<file path="src/rtl/msrv32_pkg.sv">
// Shared types and constants for the msrv32 fetch stage.
package msrv32_pkg;

    localparam int unsigned XLEN        = 32;
    localparam int unsigned FETCH_DEPTH = 2;

    localparam logic [XLEN-1:0] MSRV32_NOP      = 32'h0000_0013;
    localparam logic [XLEN-1:0] MSRV32_RESET_PC = 32'h0000_0000;

    typedef struct packed {
        logic [XLEN-1:0] instr;
        logic [XLEN-1:0] pc;
    } fetch_entry_t;

    function automatic logic [XLEN-1:0] word_align(input logic [XLEN-1:0] addr);
        return addr & ~XLEN'(3);
    endfunction

endpackage

</file>
<file path="src/rtl/msrv32_fetch_fifo.sv">
// Two-entry instruction+PC queue between the fetch bus and the instruction mux.
module msrv32_fetch_fifo
    import msrv32_pkg::*;
(
    input  logic         clk_in,
    input  logic         rst_n_in,
    input  logic         push,
    input  fetch_entry_t push_data,
    input  logic         pop,
    input  logic         clear,
    output logic [1:0]   count,
    output fetch_entry_t head
);

    fetch_entry_t entry_q [FETCH_DEPTH];
    fetch_entry_t entry_d [FETCH_DEPTH];
    logic [1:0]   count_q;
    logic [1:0]   count_d;
    logic         do_pop;
    logic         do_push;
    logic         wr_idx;

    always_comb begin
        entry_d = entry_q;
        count_d = count_q;
        do_pop  = pop && (count_q != 2'd0);
        do_push = push && ((count_q != 2'd2) || do_pop);
        // Slot that becomes the tail after an optional pop: count - pop, only ever 0 or 1.
        wr_idx  = count_q[0] ^ do_pop;
        if (clear) begin
            count_d = '0;
        end else begin
            if (do_pop) begin
                entry_d[0] = entry_q[1];
            end
            if (do_push) begin
                entry_d[wr_idx] = push_data;
            end
            count_d = count_q + {1'b0, do_push} - {1'b0, do_pop};
        end
    end

    always_ff @(posedge clk_in) begin
        if (!rst_n_in) begin
            count_q <= '0;
            for (int unsigned i = 0; i < FETCH_DEPTH; i++) begin
                entry_q[i] <= '0;
            end
        end else begin
            count_q <= count_d;
            entry_q <= entry_d;
        end
    end

    assign count = count_q;
    assign head  = entry_q[0];

endmodule

</file>
<file path="src/rtl/msrv32_fetch_unit.sv">
// msrv32 instruction fetch: PC generation, valid/ready fetch bus, 2-deep queue feeding the mux.
// Optional MSRV32_FETCH_MISALIGN_EN adds instr_addr_misaligned_out on misaligned redirects.
module msrv32_fetch_unit
    import msrv32_pkg::*;
#(
    parameter logic [XLEN-1:0] RESET_PC = MSRV32_RESET_PC
) (
    input  logic            ms_riscv32_mp_clk_in,
    input  logic            ms_riscv32_mp_rst_in,
    input  logic            branch_taken_in,
    input  logic [XLEN-1:0] redirect_pc_in,
    input  logic            stall_in,
    output logic [XLEN-1:0] imaddr_out,
    output logic            imreq_out,
    input  logic            ms_riscv32_mp_instr_hready_in,
    input  logic            ms_riscv32_mp_instr_rvalid_in,
    input  logic [XLEN-1:0] ms_riscv32_mp_instr_in,
    output logic [XLEN-1:0] instr_out,
    output logic [XLEN-1:0] pc_out,
`ifdef MSRV32_FETCH_MISALIGN_EN
    output logic            instr_addr_misaligned_out,
`endif
    output logic            flush_out
);

    logic [XLEN-1:0] pc_q;
    logic [XLEN-1:0] pc_d;
    logic [XLEN-1:0] req_pc_q;
    logic [XLEN-1:0] req_pc_d;
    logic            outstanding_q;
    logic            outstanding_d;
    logic            drop_q;
    logic            drop_d;

    logic [1:0]      fifo_count;
    fetch_entry_t    fifo_head;
    fetch_entry_t    fifo_push_data;
    logic            empty;
    logic            pop;
    logic            push;
    logic            accept;
    logic            resp;
    logic [2:0]      occupancy;
    logic            issue_ok;

    always_comb begin
        empty     = (fifo_count == 2'd0);
        pop       = !empty && !stall_in;
        occupancy = {1'b0, fifo_count} + {2'b00, outstanding_q};
        issue_ok  = (occupancy - {2'b00, pop}) < 3'd2;
        imreq_out = ms_riscv32_mp_rst_in && !branch_taken_in && issue_ok;
        accept    = imreq_out && ms_riscv32_mp_instr_hready_in;
        resp      = ms_riscv32_mp_instr_rvalid_in && outstanding_q;
        push      = resp && !drop_q && !branch_taken_in;
    end

    always_comb begin
        pc_d          = pc_q;
        req_pc_d      = req_pc_q;
        outstanding_d = outstanding_q;
        drop_d        = drop_q;
        if (accept) begin
            pc_d          = pc_q + 32'd4;
            req_pc_d      = pc_q;
            outstanding_d = 1'b1;
        end else if (resp) begin
            outstanding_d = 1'b0;
        end
        if (resp) begin
            drop_d = 1'b0;
        end
        // A response landing in the redirect cycle is already blocked from the queue, so
        // only a request still owed after this edge needs to be discarded later.
        if (branch_taken_in) begin
            pc_d   = word_align(redirect_pc_in);
            drop_d = outstanding_d;
        end
    end

    always_ff @(posedge ms_riscv32_mp_clk_in) begin
        if (!ms_riscv32_mp_rst_in) begin
            pc_q          <= RESET_PC;
            req_pc_q      <= RESET_PC;
            outstanding_q <= 1'b0;
            drop_q        <= 1'b0;
        end else begin
            pc_q          <= pc_d;
            req_pc_q      <= req_pc_d;
            outstanding_q <= outstanding_d;
            drop_q        <= drop_d;
        end
    end

    always_comb begin
        fifo_push_data       = '0;
        fifo_push_data.instr = ms_riscv32_mp_instr_in;
        fifo_push_data.pc    = req_pc_q;
    end

    msrv32_fetch_fifo u_fifo (
        .clk_in    (ms_riscv32_mp_clk_in),
        .rst_n_in  (ms_riscv32_mp_rst_in),
        .push      (push),
        .push_data (fifo_push_data),
        .pop       (pop),
        .clear     (branch_taken_in),
        .count     (fifo_count),
        .head      (fifo_head)
    );

    always_comb begin
        imaddr_out = pc_q;
        flush_out  = empty;
        instr_out  = empty ? MSRV32_NOP : fifo_head.instr;
        pc_out     = empty ? pc_q : fifo_head.pc;
    end

`ifdef MSRV32_FETCH_MISALIGN_EN
    logic misalign_q;
    logic misalign_d;

    always_comb begin
        misalign_d = branch_taken_in && (redirect_pc_in[1:0] != 2'b00);
    end

    always_ff @(posedge ms_riscv32_mp_clk_in) begin
        if (!ms_riscv32_mp_rst_in) begin
            misalign_q <= 1'b0;
        end else begin
            misalign_q <= misalign_d;
        end
    end

    assign instr_addr_misaligned_out = misalign_q;
`endif

endmodule
</file>
<file path="config.mk">
export PLATFORM = sky130hd
export DESIGN_NAME = msrv32_fetch_unit
export DESIGN_NICKNAME = d
export VERILOG_FILES = /design/src/rtl/msrv32_pkg.sv /design/src/rtl/msrv32_fetch_fifo.sv /design/src/rtl/msrv32_fetch_unit.sv
export SDC_FILE = /design/constraint.sdc
export NUM_CORES = 1
export LEC_CHECK = 0
export ABC_CLOCK_PERIOD_IN_PS = 9200
export CORE_AREA = 2 2 132 166
export DETAILED_ROUTE_END_ITERATION = 6
export DIE_AREA = 0 0 134 168
export DONT_BUFFER_PORTS = 1
export GPL_TIMING_DRIVEN = 0
export PLACE_DENSITY = 0.67
export SETUP_SLACK_MARGIN = 0.05
export SYNTH_ARGS = -nofsm -noshare
export SYNTH_HDL_FRONTEND = slang
export SYNTH_HIERARCHICAL = 1
export SYNTH_SLANG_ARGS = --single-unit
</file>
<file path="constraint.sdc">
create_clock -name ms_riscv32_mp_clk_in -period 9.2 [get_ports ms_riscv32_mp_clk_in]
set_clock_uncertainty 0.15 [all_clocks]
set_input_delay 2.3 -clock ms_riscv32_mp_clk_in [delete_from_list [all_inputs] [get_ports ms_riscv32_mp_clk_in]]
set_output_delay 2.3 -clock ms_riscv32_mp_clk_in [all_outputs]
set_load 0.005 [all_outputs]
</file>
After elaboration in Yosys (flattened, before gate mapping) --
Index checks and enable logic that the tools add are counted.
Storage, ports and cells: output and inout port bits 98, flip-flop bits (word level) 196, logic and storage cells 58
Cells by class: multiplexer cells 14, reduce and logical (&&, ||, !) cells 21, add/sub/neg operators 5, eq/ne operators 1, bitwise logic cells 4, magnitude comparators 3
Operator list (number):
- $mux W64 | 3
- $bwmux W128 | 1
- $mux W128 | 1
- $mux W32 | 4
- $demux W64 S1 | 1
- $add A32 B3 Y32 const B | 1
- $logic_and A1 B1 Y1 | 10
- $reduce_bool A2 Y1 | 3
- $logic_not A1 Y1 | 4
- $mux W1 | 4
- $add A2 B1 Y3 | 1
- $lt A3 B2 Y1 const B | 1
- $sub A3 B1 Y3 | 1
- $add A2 B1 Y2 | 1
- $ge A2 B2 Y1 const B | 1
- $logic_not A2 Y1 | 1
- $lt A2 B1 Y1 const B | 1
- $ne A2 B2 Y1 const B | 1
- $not A1 Y1 | 2
- $not A1 Y2 | 1
- $reduce_and A2 Y1 | 1
- $reduce_or A2 Y1 | 1
- $sub A2 B1 Y2 | 1
- $logic_or A1 B1 Y1 | 1
- $xor A1 B1 Y1 | 1

Longest topological paths before layout --
word-level depth 12, gate-level depth with buffers 14, depth with buffers taken out 10

Hierarchy --
The synthesis kept the hierarchy.
By module, submodules not included:
- msrv32_fetch_fifo | area each 7364.6 sq um, times used 1, cells an instance 876, sequential area each 2602.5 sq um
- msrv32_fetch_unit | area each 3569.7 sq um, times used 1, cells an instance 454, sequential area each 1241.2 sq um

Least setup slack after synthesis --
OpenSTA, ideal clock, no wires.
path type input to output, start point input stall_in, end point output imreq_out, stages on the path 7, data arrival time 3.736 ns, path buffers 0, slack 3.014 ns, cell sequence nor2_1 > ha_1 > nand2b_1 > fa_1 > xnor2_1 > nand3_1 > nor2_1
On the way: cells in the longest elaborated chain, start to end 5
RTL lines:
- start, declared | line msrv32_fetch_unit.sv:12 | input logic stall_in,
- $logic_not A1 Y1 | line msrv32_fetch_unit.sv:48 | pop = !empty && !stall_in;
- $logic_and A1 B1 Y1 | line msrv32_fetch_unit.sv:48
- $sub A3 B1 Y3 | line msrv32_fetch_unit.sv:50 | issue_ok = (occupancy - {2'b00, pop}) < 3'd2;
- $lt A3 B2 Y1 | line msrv32_fetch_unit.sv:50
- $logic_and A1 B1 Y1 | line msrv32_fetch_unit.sv:51 | imreq_out = ms_riscv32_mp_rst_in && !branch_taken_in && issue_ok;
- end, declared | line msrv32_fetch_unit.sv:14 | output logic imreq_out,
Every way passes these cells.

Worst setup path in the final report --
start point register u_fifo.count_q[1] (netlist: u_fifo/count[1]), end point output imreq_out
On the way: cells in the longest elaborated chain, start to end 6, elaborated cells between the ends (all ways) 7, classes of those cells add/sub: 2; order compare: 1; reduce/logical: 4
RTL lines:
- start, declared | line msrv32_fetch_fifo.sv:17 | logic [1:0] count_q;
- start signal, assigned | line msrv32_fetch_fifo.sv:50 | count_q <= count_d;
- $logic_not A2 Y1 | line msrv32_fetch_unit.sv:47 | empty = (fifo_count == 2'd0);
- net flush_out | line msrv32_fetch_unit.sv:23 | output logic flush_out
- $logic_not A1 Y1 | line msrv32_fetch_unit.sv:48
- $logic_and A1 B1 Y1 | line msrv32_fetch_unit.sv:48
- net pop | line msrv32_fetch_unit.sv:39 | logic pop;
- $sub A3 B1 Y3 | line msrv32_fetch_unit.sv:50
- $lt A3 B2 Y1 | line msrv32_fetch_unit.sv:50
- $logic_and A1 B1 Y1 | line msrv32_fetch_unit.sv:51
The timed path passes the listed nets, and every way through them passes these cells.

==> flow_summary.toml <==
[outcome]
status = "finished, final reports clean"

[routing]
antenna_violating_nets_post_route = 0
postRouteWirelength_um = 31300
viasPerCell = 5.80
avgRoutedWirePerCell_um = 19.0
num_vias = 9547
detailedRoute.firstIterationViolations = 712
drc = 0
detailedRoute.firstPassIterationCount = 6

[floorplan]
rows = 60
chip_width_um = 134
io_pins = 168
start_util = 0.518
dieArea_mm2 = 0.0225
fp.coreArea_mm2 = 0.0211
dieHeight_um = 168

[synthesis]
synthesis.yosys.warnings = 6
ys_ff_latch = 192
synthesis.instances = 1330
postSynth.asyncResetShare = 0
synth-compound-area-share = 0.169
ys_types = 53
mappedNetlistArea_mm2 = 0.0109
synth_top_family_by_area = "simple AND/OR/NAND/NOR gates"
synthMuxAreaShare = 0.0955
yosysSeqAreaShare = 0.352
synth_flop_cell = "sky130_fd_sc_hd__dfxtp_1"
yosys.area_share.adder = 0.00641
xor_xnor_portion_of_the_synthesized_cell_area = 0.0112
synth_simple_gate_area_frac = 0.264
syn_area_per_cell_um2 = 8.22
synth-edff-count = 0

[clock_tree]
count_of_hold_fix_buffers_inserted_at_cts = 0
cts-root-buf = "sky130_fd_sc_hd__clkbuf_16"
tritoncts = "built"
post_cts_resize_count = 0
cts.repair_timing.setup_buffer_count = 0
clk_latency_ns = 0.44
ctsLongestPathBuffers = 2
cts_htree_levels = 4
clk_transition_reported_paths_ns = 0.07
cts_sinks = 192
number_of_buffers_added_by_the_clock_tree_synthesis_step = 17

[power]
max-vdd-ir-drop_uv = 131
internal_power_uw = 1370
report.power.total_uw = 1800
share_seq_of_total_power = 0.481
power.share.clock = 0.457
power_per_cell_area_mw_per_mm2 = 151
power_dissipated_by_switching_net_loads_uw = 434
combPwrFrac = 0.061
sw_frac_of_total = 0.240
power_leakage_uw = 0.00436

[timing]
max_slew_margin = 0.418
max_frequency_mhz = 148
final_min_period_over_clock_period = 0.733
timing.final.crit_period_ns = 6.74
number_of_hold_violations_in_the_final_report = 0
grt_setup_unrepaired = "false"
finalMaxSlewViolations = 0
worst_pin_slew_ns = 0.873
timing.final.setup_violations = 0
finalSetupTns_ns = 0

[grt]
grt_start_max_net_pins = 17
grt_overflow = 0
wire_length_of_the_first_global_routing_pass_um = 49900
first_global_vias = 9408
global_route.usage.total = 0.278
antenna_found_initial = 0

[layout]
num_antenna_cells = 0
final_layout_size_suffix_gt1_frac = 0.186
instances_no_fill = 1646
area.growth.synth_to_final_pct = 9.36
num-nets-final = 1429

[place]
io_buffer_count = 0
place.detailed.instances = 1614
hpwl_after_detailed_placement_um = 21700
gpl.final_weighted_congestion = 0.949

[critical_path]
critPathCaptureType = "output port"
startpoint_type = "register"
worst_path_largest_cell_delay_ns = 0.69
worstPathArrival_ns = 4.29
crit_top_cell = "sky130_fd_sc_hd__nor2_1"
critPathMaxFanout = 11
criticalPathCategory = "register to output port"
cpMaxStageDelayCell = "sky130_fd_sc_hd__buf_1"
cp_data_required_time_ns = 6.75
worstPathCellList = "nor2_1 > buf_1 > clkbuf_1 > nor2_1 > ha_1 > nand2b_1 > fa_1 > xnor2_1 > nand3_1 > nor2_1"

[min_path]
holdCritPathClass = "register to register"

[job]
count_of_max_cap_constraint_violations = 0
power by group through the flow:
stage,Clock (uW),Combinational (uW),Sequential (uW)
floorplan,0,82.5,878
global placement,0,108,887
detailed placement,0,109,887
CTS,836,110,868
global route,864,121,871
finish,825,111,869
synth_stat cells, types with 6 or more instances:
cell type                  instances  area (um2)
sky130_fd_sc_hd__a21oi_1         121         606
sky130_fd_sc_hd__a31oi_1           9        56.3
sky130_fd_sc_hd__and2_1            8        50.1
sky130_fd_sc_hd__and3_1           10        62.6
sky130_fd_sc_hd__buf_1            11        41.3
sky130_fd_sc_hd__buf_2            36         180
sky130_fd_sc_hd__buf_4            80         601
sky130_fd_sc_hd__buf_6             7        78.8
sky130_fd_sc_hd__clkbuf_1         48         180
sky130_fd_sc_hd__dfxtp_1         192        3840
sky130_fd_sc_hd__inv_1             7        26.3
sky130_fd_sc_hd__mux2_2           35         394
sky130_fd_sc_hd__mux2i_1          65         651
sky130_fd_sc_hd__nand2_1         282        1060
sky130_fd_sc_hd__nand2b_1         61         382
sky130_fd_sc_hd__nand3_1           9        45.0
sky130_fd_sc_hd__nand4_1          12        75.1
sky130_fd_sc_hd__nor2_1           17        63.8
sky130_fd_sc_hd__nor2b_1          32         200
sky130_fd_sc_hd__nor3_1          132         661
sky130_fd_sc_hd__nor4_1            6        37.5
sky130_fd_sc_hd__o21ai_0          10        50.1
sky130_fd_sc_hd__o22ai_1          10        62.6
sky130_fd_sc_hd__o41ai_1          14         123
sky130_fd_sc_hd__o41ai_2          51         830
sky130_fd_sc_hd__or2b_1           10        75.1
sky130_fd_sc_hd__xor2_1           10        87.6
cells by family (layout without fill, tap and decap cells):
| family | after synthesis | after routing |
|---|---|---|
| other | 1 | 6 |
| adders and majority gates | 5 | 5 |
| muxes | 100 | 100 |
| DFF | 192 | 192 |
| AOI/OAI and AO/OA | 230 | 230 |
| xor gates and xnor gates | 14 | 14 |
| buffers and inverters | 191 | 223 |
| and+or+nand+nor | 597 | 597 |
final timing paths:
check	endpoint	startpoint	slack, ns	depth (start not counted)
worst min register to register	register	register	0.31	2
worst max register to register	imaddr_out[30]	u_fifo/count[1]	3.48	13
worst min-delay path	register	register	0.31	2
worst max-delay path	imreq_out	u_fifo/count[1]	2.46	10
metal layers:
metal | GRT usage | up-vias | part of all wire
met5 | 0 | - | 0
met4 | 0.0976 | 0 | 0.022
met3 | 0.0726 | 59 | 0.075
met2 | 0.466 | 355 | 0.48
met1 | 0.346 | 4517 | 0.42
li1 | - | 4616 | -
cells in the final DEF, fill, tap and decap left out, drive strengths merged, types with 5 or more instances in the layout:
cell,instances
mux2,35
inv,10
nand4,12
nor2,17
and3,10
buf,134
conb,6
nand2,282
nor3,132
nand2b,61
o41ai,65
and2,8
clkbuf,70
or2,5
nor2b,32
a31oi,9
nor4,10
a21oi,121
or2b,10
xor2,10
o22ai,10
mux2i,65
nand3,11
dfxtp,192
o21ai,11
through the flow:
stage                util  hold WS, ns  instance area, um2  setup slack [ns]
detailed placement  0.536        0.297               11300              2.70
global route        0.567        0.318               12000              2.15
finish              0.567        0.310               12000              2.46
CTS                 0.567        0.311               12000              2.43
global placement    0.536        0.292               11300              2.71
floorplan               -        0.285               11000              3.01
worst max-delay path, delay by kind of cell, from the launching register on:
kind	cells	cell delay, ns
buffers and inverters	2	1.38
and+or+nand+nor	5	1.01
adders and majority gates	2	0.76
DFF	1	0.47
xor gates and xnor gates	1	0.21
final cells by class:
class,count,area (um2)
fill,1984,9140
multi-input combinational,952,5990
sequential,192,3840
buffer,183,1090
clock buffer,21,480
tap,279,349
clock inverter,11,175
inverter,8,30.0
Note: power is estimated with default switching activity, not from simulation.
